==> config.mk <==
export PLATFORM = sky130hd
export DESIGN_NAME = mem_arbiter
export DESIGN_NICKNAME = d
export VERILOG_FILES = /design/src/rtl/mem_arb_pkg.sv /design/src/rtl/rr_arbiter.sv /design/src/rtl/mem_arbiter.sv
export SDC_FILE = /design/constraint.sdc
export NUM_CORES = 1
export LEC_CHECK = 0
export CAP_MARGIN = 10
export CORE_MARGIN = 2
export CORE_UTILIZATION = 34
export DETAILED_ROUTE_END_ITERATION = 8
export PLACE_DENSITY = 0.71
export SLEW_MARGIN = 10
export SYNTH_ARGS = -nofsm -noshare
export SYNTH_HDL_FRONTEND = slang
export SYNTH_SLANG_ARGS = --single-unit
==> constraint.sdc <==
create_clock -name clock -period 2.47 [get_ports clock]
set_input_delay 0.494 -clock clock [delete_from_list [all_inputs] [get_ports clock]]
set_output_delay 0.494 -clock clock [all_outputs]
set_load 0.1 [all_outputs]
==> src/rtl/mem_arb_pkg.sv <==
`default_nettype none
// ============================================================================
// Package  : mem_arb_pkg
// Brief    : Shared types and constants for the memory arbiter.
// Revision : 1.0 - initial release
// ============================================================================
package mem_arb_pkg;

    typedef enum logic [1:0] {
        IDLE  = 2'd0,
        ISSUE = 2'd1,
        WAIT  = 2'd2,
        RESP  = 2'd3
    } mem_arb_state_t;

    localparam int CH_FETCH  = 0;
    localparam int CH_LSU    = 1;
    localparam int CH_LOADER = 2;

    localparam int DEFAULT_DATA_W = 32;
    localparam int BYTE_LANES     = DEFAULT_DATA_W / 8;

    function automatic int byte_lanes(input int data_w);
        return data_w / 8;
    endfunction

endpackage
`default_nettype wire

==> src/rtl/rr_arbiter.sv <==
`default_nettype none
// ============================================================================
// Module   : rr_arbiter
// Brief    : Combinational rotating-priority pick; one-hot grant plus index.
// Revision : 1.0 - initial release
// ============================================================================
module rr_arbiter #(
    parameter int NUM_CH = 3,
    parameter int IDX_W  = $clog2(NUM_CH)
) (
    input  logic [NUM_CH-1:0] req,
    input  logic [IDX_W-1:0]  last_grant,
    output logic [NUM_CH-1:0] grant,
    output logic [IDX_W-1:0]  grant_idx,
    output logic              any_grant
);

    int w_cand;

    // Scanning starts one past the previous winner, which therefore ranks last.
    always_comb begin
        grant     = '0;
        grant_idx = '0;
        any_grant = 1'b0;
        w_cand    = 0;
        for (int k = 1; k <= NUM_CH; k++) begin
            w_cand = (int'(last_grant) + k) % NUM_CH;
            if (!any_grant && req[w_cand]) begin
                any_grant      = 1'b1;
                grant[w_cand]  = 1'b1;
                grant_idx      = IDX_W'(w_cand);
            end
        end
    end

endmodule
`default_nettype wire

==> src/rtl/mem_arbiter.sv <==
`default_nettype none
// ============================================================================
// Module   : mem_arbiter
// Brief    : Round-robin arbiter/sequencer sharing one single-port,
//            fixed-latency memory; exactly one transaction in flight.
//            Define MEM_ARB_ALIGN_CHECK_EN to reject misaligned requests.
// Revision : 1.0 - initial release
// ============================================================================
module mem_arbiter
    import mem_arb_pkg::*;
#(
    parameter int NUM_CH      = 3,
    parameter int ADDR_W      = 32,
    parameter int DATA_W      = 32,
    parameter int MEM_LATENCY = 1
) (
    input  logic                         clock,
    input  logic                         clear_n,
    input  logic [NUM_CH-1:0]            req_valid,
    output logic [NUM_CH-1:0]            req_ready,
    input  logic [NUM_CH-1:0]            req_write,
    input  logic [NUM_CH*ADDR_W-1:0]     req_addr,
    input  logic [NUM_CH*DATA_W-1:0]     req_wdata,
    input  logic [NUM_CH*DATA_W/8-1:0]   req_wmask,
    output logic [NUM_CH-1:0]            rsp_valid,
    output logic                         rsp_error,
    output logic [DATA_W-1:0]            rsp_rdata,
    output logic                         mem_en,
    output logic                         mem_we,
    output logic [ADDR_W-1:0]            mem_addr,
    output logic [DATA_W-1:0]            mem_wdata,
    output logic [DATA_W/8-1:0]          mem_wmask,
    input  logic [DATA_W-1:0]            mem_rdata
);

    localparam int LANES = byte_lanes(DATA_W);
    localparam int IDX_W = $clog2(NUM_CH);
    localparam int CNT_W = $clog2(MEM_LATENCY) + 1;
    localparam logic [CNT_W-1:0]  CNT_LOAD  = CNT_W'(MEM_LATENCY - 1);
    localparam logic [ADDR_W-1:0] WORD_MASK = ~ADDR_W'(3);

    mem_arb_state_t     r_state;
    mem_arb_state_t     w_next_state;

    logic [IDX_W-1:0]   r_last_grant;
    logic [IDX_W-1:0]   r_ch;
    logic               r_write;
    logic [ADDR_W-1:0]  r_addr;
    logic [DATA_W-1:0]  r_wdata;
    logic [LANES-1:0]   r_wmask;
    logic [CNT_W-1:0]   r_cnt;
    logic [DATA_W-1:0]  r_rdata;

    logic [NUM_CH-1:0]  w_req;
    logic [NUM_CH-1:0]  w_grant;
    logic [IDX_W-1:0]   w_grant_idx;
    logic               w_any;
    logic               w_accept;
    logic               w_misaligned;
    logic [ADDR_W-1:0]  w_sel_addr;
    logic [DATA_W-1:0]  w_sel_wdata;
    logic [LANES-1:0]   w_sel_wmask;

    // Holding off grants during reset keeps a requester from seeing a
    // handshake that the reset is about to discard.
    assign w_req = req_valid & {NUM_CH{clear_n}};

    rr_arbiter #(
        .NUM_CH (NUM_CH),
        .IDX_W  (IDX_W)
    ) u_rr_arbiter (
        .req        (w_req),
        .last_grant (r_last_grant),
        .grant      (w_grant),
        .grant_idx  (w_grant_idx),
        .any_grant  (w_any)
    );

    assign w_accept    = (r_state == IDLE) && w_any;
    assign w_sel_addr  = req_addr [int'(w_grant_idx)*ADDR_W +: ADDR_W];
    assign w_sel_wdata = req_wdata[int'(w_grant_idx)*DATA_W +: DATA_W];
    assign w_sel_wmask = req_wmask[int'(w_grant_idx)*LANES  +: LANES];

`ifdef MEM_ARB_ALIGN_CHECK_EN
    localparam logic [ADDR_W-1:0] OFFSET_MASK = ADDR_W'(LANES - 1);
    logic r_error;

    assign w_misaligned = |(w_sel_addr & OFFSET_MASK);

    always_ff @(posedge clock) begin
        if (!clear_n) begin
            r_error <= 1'b0;
        end else if (w_accept) begin
            r_error <= w_misaligned;
        end
    end
`else
    assign w_misaligned = 1'b0;
`endif

    always_ff @(posedge clock) begin
        if (!clear_n) begin
            r_state <= IDLE;
        end else begin
            r_state <= w_next_state;
        end
    end

    always_comb begin
        w_next_state = r_state;
        case (r_state)
            IDLE: begin
                if (w_accept) begin
                    w_next_state = w_misaligned ? RESP : ISSUE;
                end
            end
            ISSUE:   w_next_state = WAIT;
            WAIT: begin
                if (r_cnt == '0) begin
                    w_next_state = RESP;
                end
            end
            RESP:    w_next_state = IDLE;
            default: w_next_state = IDLE;
        endcase
    end

    always_ff @(posedge clock) begin
        if (!clear_n) begin
            r_last_grant <= IDX_W'(NUM_CH - 1);
            r_ch         <= '0;
            r_write      <= 1'b0;
            r_addr       <= '0;
            r_wdata      <= '0;
            r_wmask      <= '0;
            r_cnt        <= '0;
            r_rdata      <= '0;
        end else begin
            case (r_state)
                IDLE: begin
                    if (w_accept) begin
                        r_last_grant <= w_grant_idx;
                        r_ch         <= w_grant_idx;
                        r_write      <= req_write[w_grant_idx];
                        r_addr       <= w_sel_addr;
                        r_wdata      <= w_sel_wdata;
                        r_wmask      <= w_sel_wmask;
                        r_rdata      <= '0;
                    end
                end
                ISSUE: r_cnt <= CNT_LOAD;
                WAIT: begin
                    if (r_cnt == '0) begin
                        if (!r_write) begin
                            r_rdata <= mem_rdata;
                        end
                    end else begin
                        r_cnt <= r_cnt - CNT_W'(1);
                    end
                end
                default: ;
            endcase
        end
    end

    always_comb begin
        req_ready = '0;
        rsp_valid = '0;
        rsp_error = 1'b0;
        rsp_rdata = '0;
        mem_en    = 1'b0;
        mem_we    = 1'b0;
        mem_addr  = '0;
        mem_wdata = '0;
        mem_wmask = '0;
        case (r_state)
            IDLE: req_ready = w_grant;
            ISSUE: begin
                mem_en    = 1'b1;
                mem_we    = r_write;
                mem_addr  = r_addr & WORD_MASK;
                mem_wdata = r_wdata;
                mem_wmask = r_wmask;
            end
            RESP: begin
                rsp_valid = NUM_CH'(1) << r_ch;
                rsp_rdata = r_rdata;
`ifdef MEM_ARB_ALIGN_CHECK_EN
                rsp_error = r_error;
`endif
            end
            default: ;
        endcase
    end

endmodule
`default_nettype wire

==> results.tsv <==
metric	value	unit
run status	finished with violations	
failing checks	setup timing	
DP Worst Slack	-0.367	ns
fmax	366	MHz
Final Max Slew Viols	0	
FP Rows	54	
fill count	1710	
CP Cell Sequence	buf_6 > ha_4 > buf_4 > mux2_2 > and3_1 > a21boi_4 > a21oi_4 > buf_12	
WL final	34100	um
RSZ-0062 raised after global routing	true	
cells after synthesis	977	
Yosys warning count	0	
Die W	154	um
worst setup path category	flip-flop to primary output	
Die Span Y	154	um
largest cells by area after synthesis	dfxtp_1, and2_1, a311oi_1	
TritonCTS Buffers	9	
DRC Markers	0	
power density cells	987	mW/mm^2
Detailed Routing Iterations Pass 1	5	
met2 usage	0.457	
Net count, final	1557	
Clk pin slew, worst setup/hold paths	0.08	ns
setup_tns	-4.61	ns
Hold Buf Count CTS	0	
Startpoint Class	flip-flop	
post-layout min period	2.73	ns
static leakage	5.40	nW
Max Cap Viol	0	
Multi-input gate area	0.00551	mm^2
CP required	1.98	ns
global route hottest layer	met2	
most frequent cells in the layout	clkdlybuf4s50_1, nand2_1, buf_12, dfxtp_1, inv_1	
vias in the first global route	9118	
area grow syn2layout	86.3	%
Num Clock Sinks	104	
Yosys top cell by area	dfxtp_1	
sequential share of the synthesized area	0.271	
Rel. slew slack	0.534	
first-pass GRT wire length	51100	um
CP max-delay cell	dfxtp_4	
post-synth cell types	44	
Final Hold Fails	0	
HPWL Detailed	22100	um
routed vias/inst	5.96	
initial antenna violation count	0	
Max VDD drop	0.000607	V
initial drt markers	678	
maximum buffer depth of the clock tree	2	
core area	0.0220	mm^2
gr usage total	0.266	
layout cell share with drive strength beyond 1	0.304	
Post-DRT Antenna Nets	0	
CP Capture Type	primary output	
insertion delay to the later sink of the worst-skew pair	0.36	ns
Final period util	1.10	
cell area after layout	0.0143	mm^2
Syn Area/Cell	7.86	um^2
Max Clock Skew	0.00691	ns
Crit Path Max Fanout	6	
# IOs	353	
CP max stage delay	0.37	ns
IO buf count	343	
CTS HTree Levels	3	
Syn Std Cell Area	0.00768	mm^2
WL/cell	21.5	um
Register Area	0.00209	mm^2
Placer Congestion	0.892	
commonest non-fill, non-tap cell in the layout	clkdlybuf4s50_1	
Synth Register Bits	104	
grt total ovfl	0	
GR Util met1	0.339	
Worst Max-Slew Pin Slew	0.699	ns
Synth top area share	0.271	
routed vias	9476	
Starting Density	0.349	
met3 Usage GRT	0.0476	
largest net degree at the start of global routing	105	
placed cell area	0.0130	mm^2
clk root buf	clkbuf_16	
PnR worst setup slack	-0.259	ns
CP Data Arrival Time	2.23	ns
Ant. Diodes	0	
Hold Path Class	flip-flop to flip-flop	
Final Setup Violations	44	
die area	0.0238	mm^2
CTS tree	done	
-- cells in the mapped netlist, drive strengths merged --
| master | instances |
|---|---|
| and3 | 2 |
| a221oi | 67 |
| nand2 | 134 |
| inv | 75 |
| and3b | 1 |
| nor4 | 1 |
| nor3b | 2 |
| buf | 28 |
| nor2b | 4 |
| dfxtp | 104 |
| nor3 | 1 |
| o21ai | 5 |
| a211oi | 3 |
| a2bb2oi | 1 |
| conb | 1 |
| mux2 | 4 |
| nand3 | 3 |
| and2 | 100 |
| a21boi | 2 |
| a22o | 1 |
| a32oi | 1 |
| or4 | 2 |
| o221ai | 68 |
| a311oi | 68 |
| a21oi | 8 |
| o221a | 1 |
| and4b | 1 |
| o2111ai | 67 |
| a31oi | 2 |
| mux2i | 34 |
| ha | 8 |
| nand2b | 1 |
| nor2 | 72 |
| o211ai | 2 |
| clkbuf | 102 |
| nand4b | 1 |
-- per-layer routing --
layer,vias to the layer above,routed length (um)
met2,511,16900
met3,83,2790
met4,0,1080
met1,4554,13400
met5,-,0
li1,4328,-
-- where the power goes --
group / leakage (nW) / switching [mW] / internal [mW]
combinational: 4.40 / 5.78 / 4.39
clock: 0.141 / 0.768 / 0.709
sequential: 0.857 / 0.253 / 2.21
total: 5.40 / 6.81 / 7.31
-- timing repair --
item,4_1_cts,5_1_grt
hold endpoints to repair,0,0
setup endpoints to repair,9,72
buffers inserted,8,15
gates resized for setup,28,87
pin swaps,4,55
cloned,7,3
-- area by class of cell --
type,instances,share of cell area
Timing Repair Buffer,444,0.404
Multi-Input combinational cell,671,0.385
Clock buffer,9,0.0157
Sequential cell,104,0.146
Clock inverter,7,0.00464
Tap cell,280,0.0245
Inverter,75,0.0200
-- critical path, delay by kind of cell, from the launching register on --
| kind | cells | cell delay [ns] |
|---|---|---|
| AND/OR/NAND/NOR | 1 | 0.23 |
| buffers and inverters | 3 | 0.42 |
| AO/OA/AOI/OAI | 2 | 0.29 |
| adder cells (fa/ha/maj) | 1 | 0.19 |
| multiplexers | 1 | 0.37 |
| flip-flops | 1 | 0.37 |
-- sequential cells by signal (all words and copies together), names as in the netlist --
register	count
r_wmask	4
r_write	1
r_last_grant	2
r_ch	1
r_wdata	32
r_state	2
r_rdata	32
r_addr	30
-- logic make-up (layout without fill, tap and decap cells) --
kind of cell / count (synthesis) / in the layout / share of synthesized area
and+or+nand+nor: 325 / 326 / 0.199
AOI/OAI and AO/OA: 296 / 296 / 0.357
buffers and inverters: 205 / 535 / 0.109
DFF: 104 / 104 / 0.271
muxes: 38 / 38 / 0.0502
adders and majority gates: 8 / 8 / 0.0130
other: 1 / 3 / 0.000488
-- per-stage QoR --
stage,power [mW],hold slack (ns),cells,utilization
2_1_floorplan,7.72,0.430,979,-
3_5_place_dp,10.9,0.445,1542,0.589
3_3_place_gp,10.8,0.439,1542,0.589
4_1_cts,13.2,0.456,1573,0.620
6_report,14.1,0.455,1590,0.650
5_1_grt,14.7,0.471,1590,0.650
-- final timing paths --
path	startpoint	endpoint	slack, ns	cells after the start
setup / recovery	r_last_grant[1]	req_ready[1]	-0.26	8
hold / removal	r_rdata[26]	r_rdata[26]	0.45	2
setup reg to reg	r_last_grant[1]	r_wdata[28]	-0.14	11
hold reg to reg	r_rdata[26]	r_rdata[26]	0.45	2
Power figures use the tool's default switching activity.
==> variant: new RTL, same settings <==
The option `MEM_ARB_ALIGN_CHECK_EN` is turned on by a define.
--- a/src/rtl/mem_arbiter.sv
+++ b/src/rtl/mem_arbiter.sv
@@ -7,4 +7,6 @@
 // Revision : 1.0 - initial release
 // ============================================================================
+`define MEM_ARB_ALIGN_CHECK_EN
+
 module mem_arbiter
     import mem_arb_pkg::*;
Formal check against the unedited RTL: not equivalent (a bounded check fails within 4 cycles, from zero or initial values).
==> variant against the original RTL <==
  * The run still ends with negative setup slack left
  * First-iteration DRC count fell by 50%
  * Global-route usage rose by 1.7 points
  * Wire length fell by 22%
  * Final cell count fell by 17%
  * Count of clock-buffer cells in the layout rose by 1
  * Worst hold slack got worse by 6.0 ps
  * Total power fell by 6.1%
  * Sequential power rose by 2%
  * Sequential share of layout area rose by 2.4 points
  * Sequential cell count rose by 1
  * Final area fell by 13%
  * Area after synthesis fell by 26%
  * Worst setup slack got worse by 99 ps
  * Largest power group unchanged
  * Highest routed layer unchanged
==> variant: results (changes against the original RTL) <==
| Metric | Value |
|---|---|
| Status | finished, violations left |
| Failing checks | negative setup slack |
| Tot GR Track Use | 28.30% (+1.7 points) |
| Final HPWL DP | 17730 µm (-20%) |
| Leakage power figure | 4.617 nW (-14%) |
| Worst VDD drop | 0.0007698 V (+27%) |
| Mux cell area share after synthesis | 1.012% (-4.0 points) |
| Seq/Total Area, Yosys | 36.96% (+9.9 points) |
| # setup viols final | 74 (+68%) |
| Synth cell count leaders | nand2_1, dfxtp_1, and2_1, a31oi_1, o221ai_1 |
| Multi-input gate area | 4021 µm² (-27%) |
| Routed WL | 26470 µm (-22%) |
| Reg2reg setup slack | -330 ps (-190 ps) |
| Fin worst setup slack | -357.9 ps (-98.97 ps) |
| Largest family of logic cells by synthesized area | simple AND/OR/NAND/NOR gates |
| Worst reg2reg path depth | 12 (+1) |
| Initial DRC Count | 338 (-50%) |
| Slew @ Worst Pin | 613.5 ps (-85.57 ps) |
| Slowest CP cell | dfxtp_2 |
| Compound-Gate Fraction of Synth Area | 26.38% (-9.3 points) |
| First-pass DRT Iterations | 4 (-1) |
| Critical path fanouts, max | 3 (-3) |
| First-pass GRT wire length | 39240 µm (-23%) |
| Ratio of cells with drive above 1 in the final layout | 31.61% (+1.2 points) |
| Synth area leaders | dfxtp_1, nand2_1, and2_1 |
| Vias in the first global route | 7253 (-20%) |
| Clock Skew | 4.946 ps (-1.960 ps) |
| Fillers | 1143 (-33%) |
| Pin count of the biggest net entering global routing | 45 (-57%) |
| Post-layout net count | 1348 (-13%) |
| GP Congestion | 0.8976 (+0.62%) |
| IO buf count | 350 (+2.0%) |
| Number of antenna violations at the first check in global routing | 1 (+1) |
| Crit path arrival time | 2330 ps (+100 ps) |
| Post-DP Area | 11090 µm² (-14%) |
| Largest stage delay, worst path | 330 ps (-40 ps) |
| Via density | 5.408 (-9.3%) |
## variant: cell count changes after synthesis, sizes merged, moves of 28 or more
cell     change
nor2        -67
mux2i       -32
inv         -69
a21oi       +28
o2111ai     -64
nand2       +38
nand3       +31
clkbuf      -56
a311oi      -68
a221oi      -67
a31oi       +67
## variant: area by class of cell
class                   instances  area share [%]
repair buffers                434           45.45
multi-input cells             539           32.48
flip-flops and latches        105           17.00
well taps                     220           2.223
clock buffers                  10           1.930
clock inverters                 6          0.6871
inverters                       7          0.2122
diodes                          1         0.02021
## variant: worst min-delay path by stage
stage / to / from
5_1_grt: r_rdata[29]$_SDFFE_PN0P_ / r_rdata[29]$_SDFFE_PN0P_
4_1_cts: r_rdata[31]$_SDFFE_PN0P_ / r_rdata[31]$_SDFFE_PN0P_
3_3_place_gp: r_rdata[31]$_SDFFE_PN0P_ / r_rdata[31]$_SDFFE_PN0P_
2_1_floorplan: r_rdata[0]$_SDFFE_PN0P_ / r_rdata[0]$_SDFFE_PN0P_
6_report: r_rdata[16]$_SDFFE_PN0P_ / r_rdata[16]$_SDFFE_PN0P_
3_5_place_dp: r_rdata[16]$_SDFFE_PN0P_ / r_rdata[16]$_SDFFE_PN0P_
## variant: what timing repair did
| action | 4_1_cts | 5_1_grt |
|---|---|---|
| gates cloned | 9 | 3 |
| pin swaps | 7 | 20 |
| resized for setup | 41 | 56 |
| setup buffers | 16 | 10 |
| endpoints found under the setup margin | 71 | 106 |
## variant: metal layers
metal	vias to the layer above	share of wire, %	global-route usage, %
met1	3424	39	32.23
met3	58	7.7	7.458
li1	3352	-	-
met2	315	51	50.37
met5	-	0	0
met4	0	3.2	11.23
## variant: power breakdown
part / total [mW] / internal, mW / switching, mW
clock network: 1.60 / 0.843 / 0.758
logic: 9.15 / 3.95 / 5.20
registers: 2.50 / 2.20 / 0.305
total: 13.3 / 6.99 / 6.27
## variant: critical path, delay by kind of cell, from the launching register on
kind / cells / cell delay (ps)
AOI/OAI and AO/OA: 2 / 460
adders and majority gates: 1 / 160
buffers and inverters: 3 / 490
DFF: 1 / 330
muxes: 1 / 310
and+or+nand+nor: 2 / 230
## variant: through the flow
step           std cells  power (mW)  setup slack, ps  hold slack [ps]  TNS [ps]
5_1_grt             1322       13.84           -414.9            464.4    -25850
2_1_floorplan        723       7.106           -196.2            427.3     -8839
3_3_place_gp        1276       9.906           -374.4            433.5    -28620
6_report            1322       13.26           -357.9            448.8    -20240
3_5_place_dp        1276       10.02           -455.7            438.9    -33870
4_1_cts             1316       12.89           -397.2            450.7    -19380
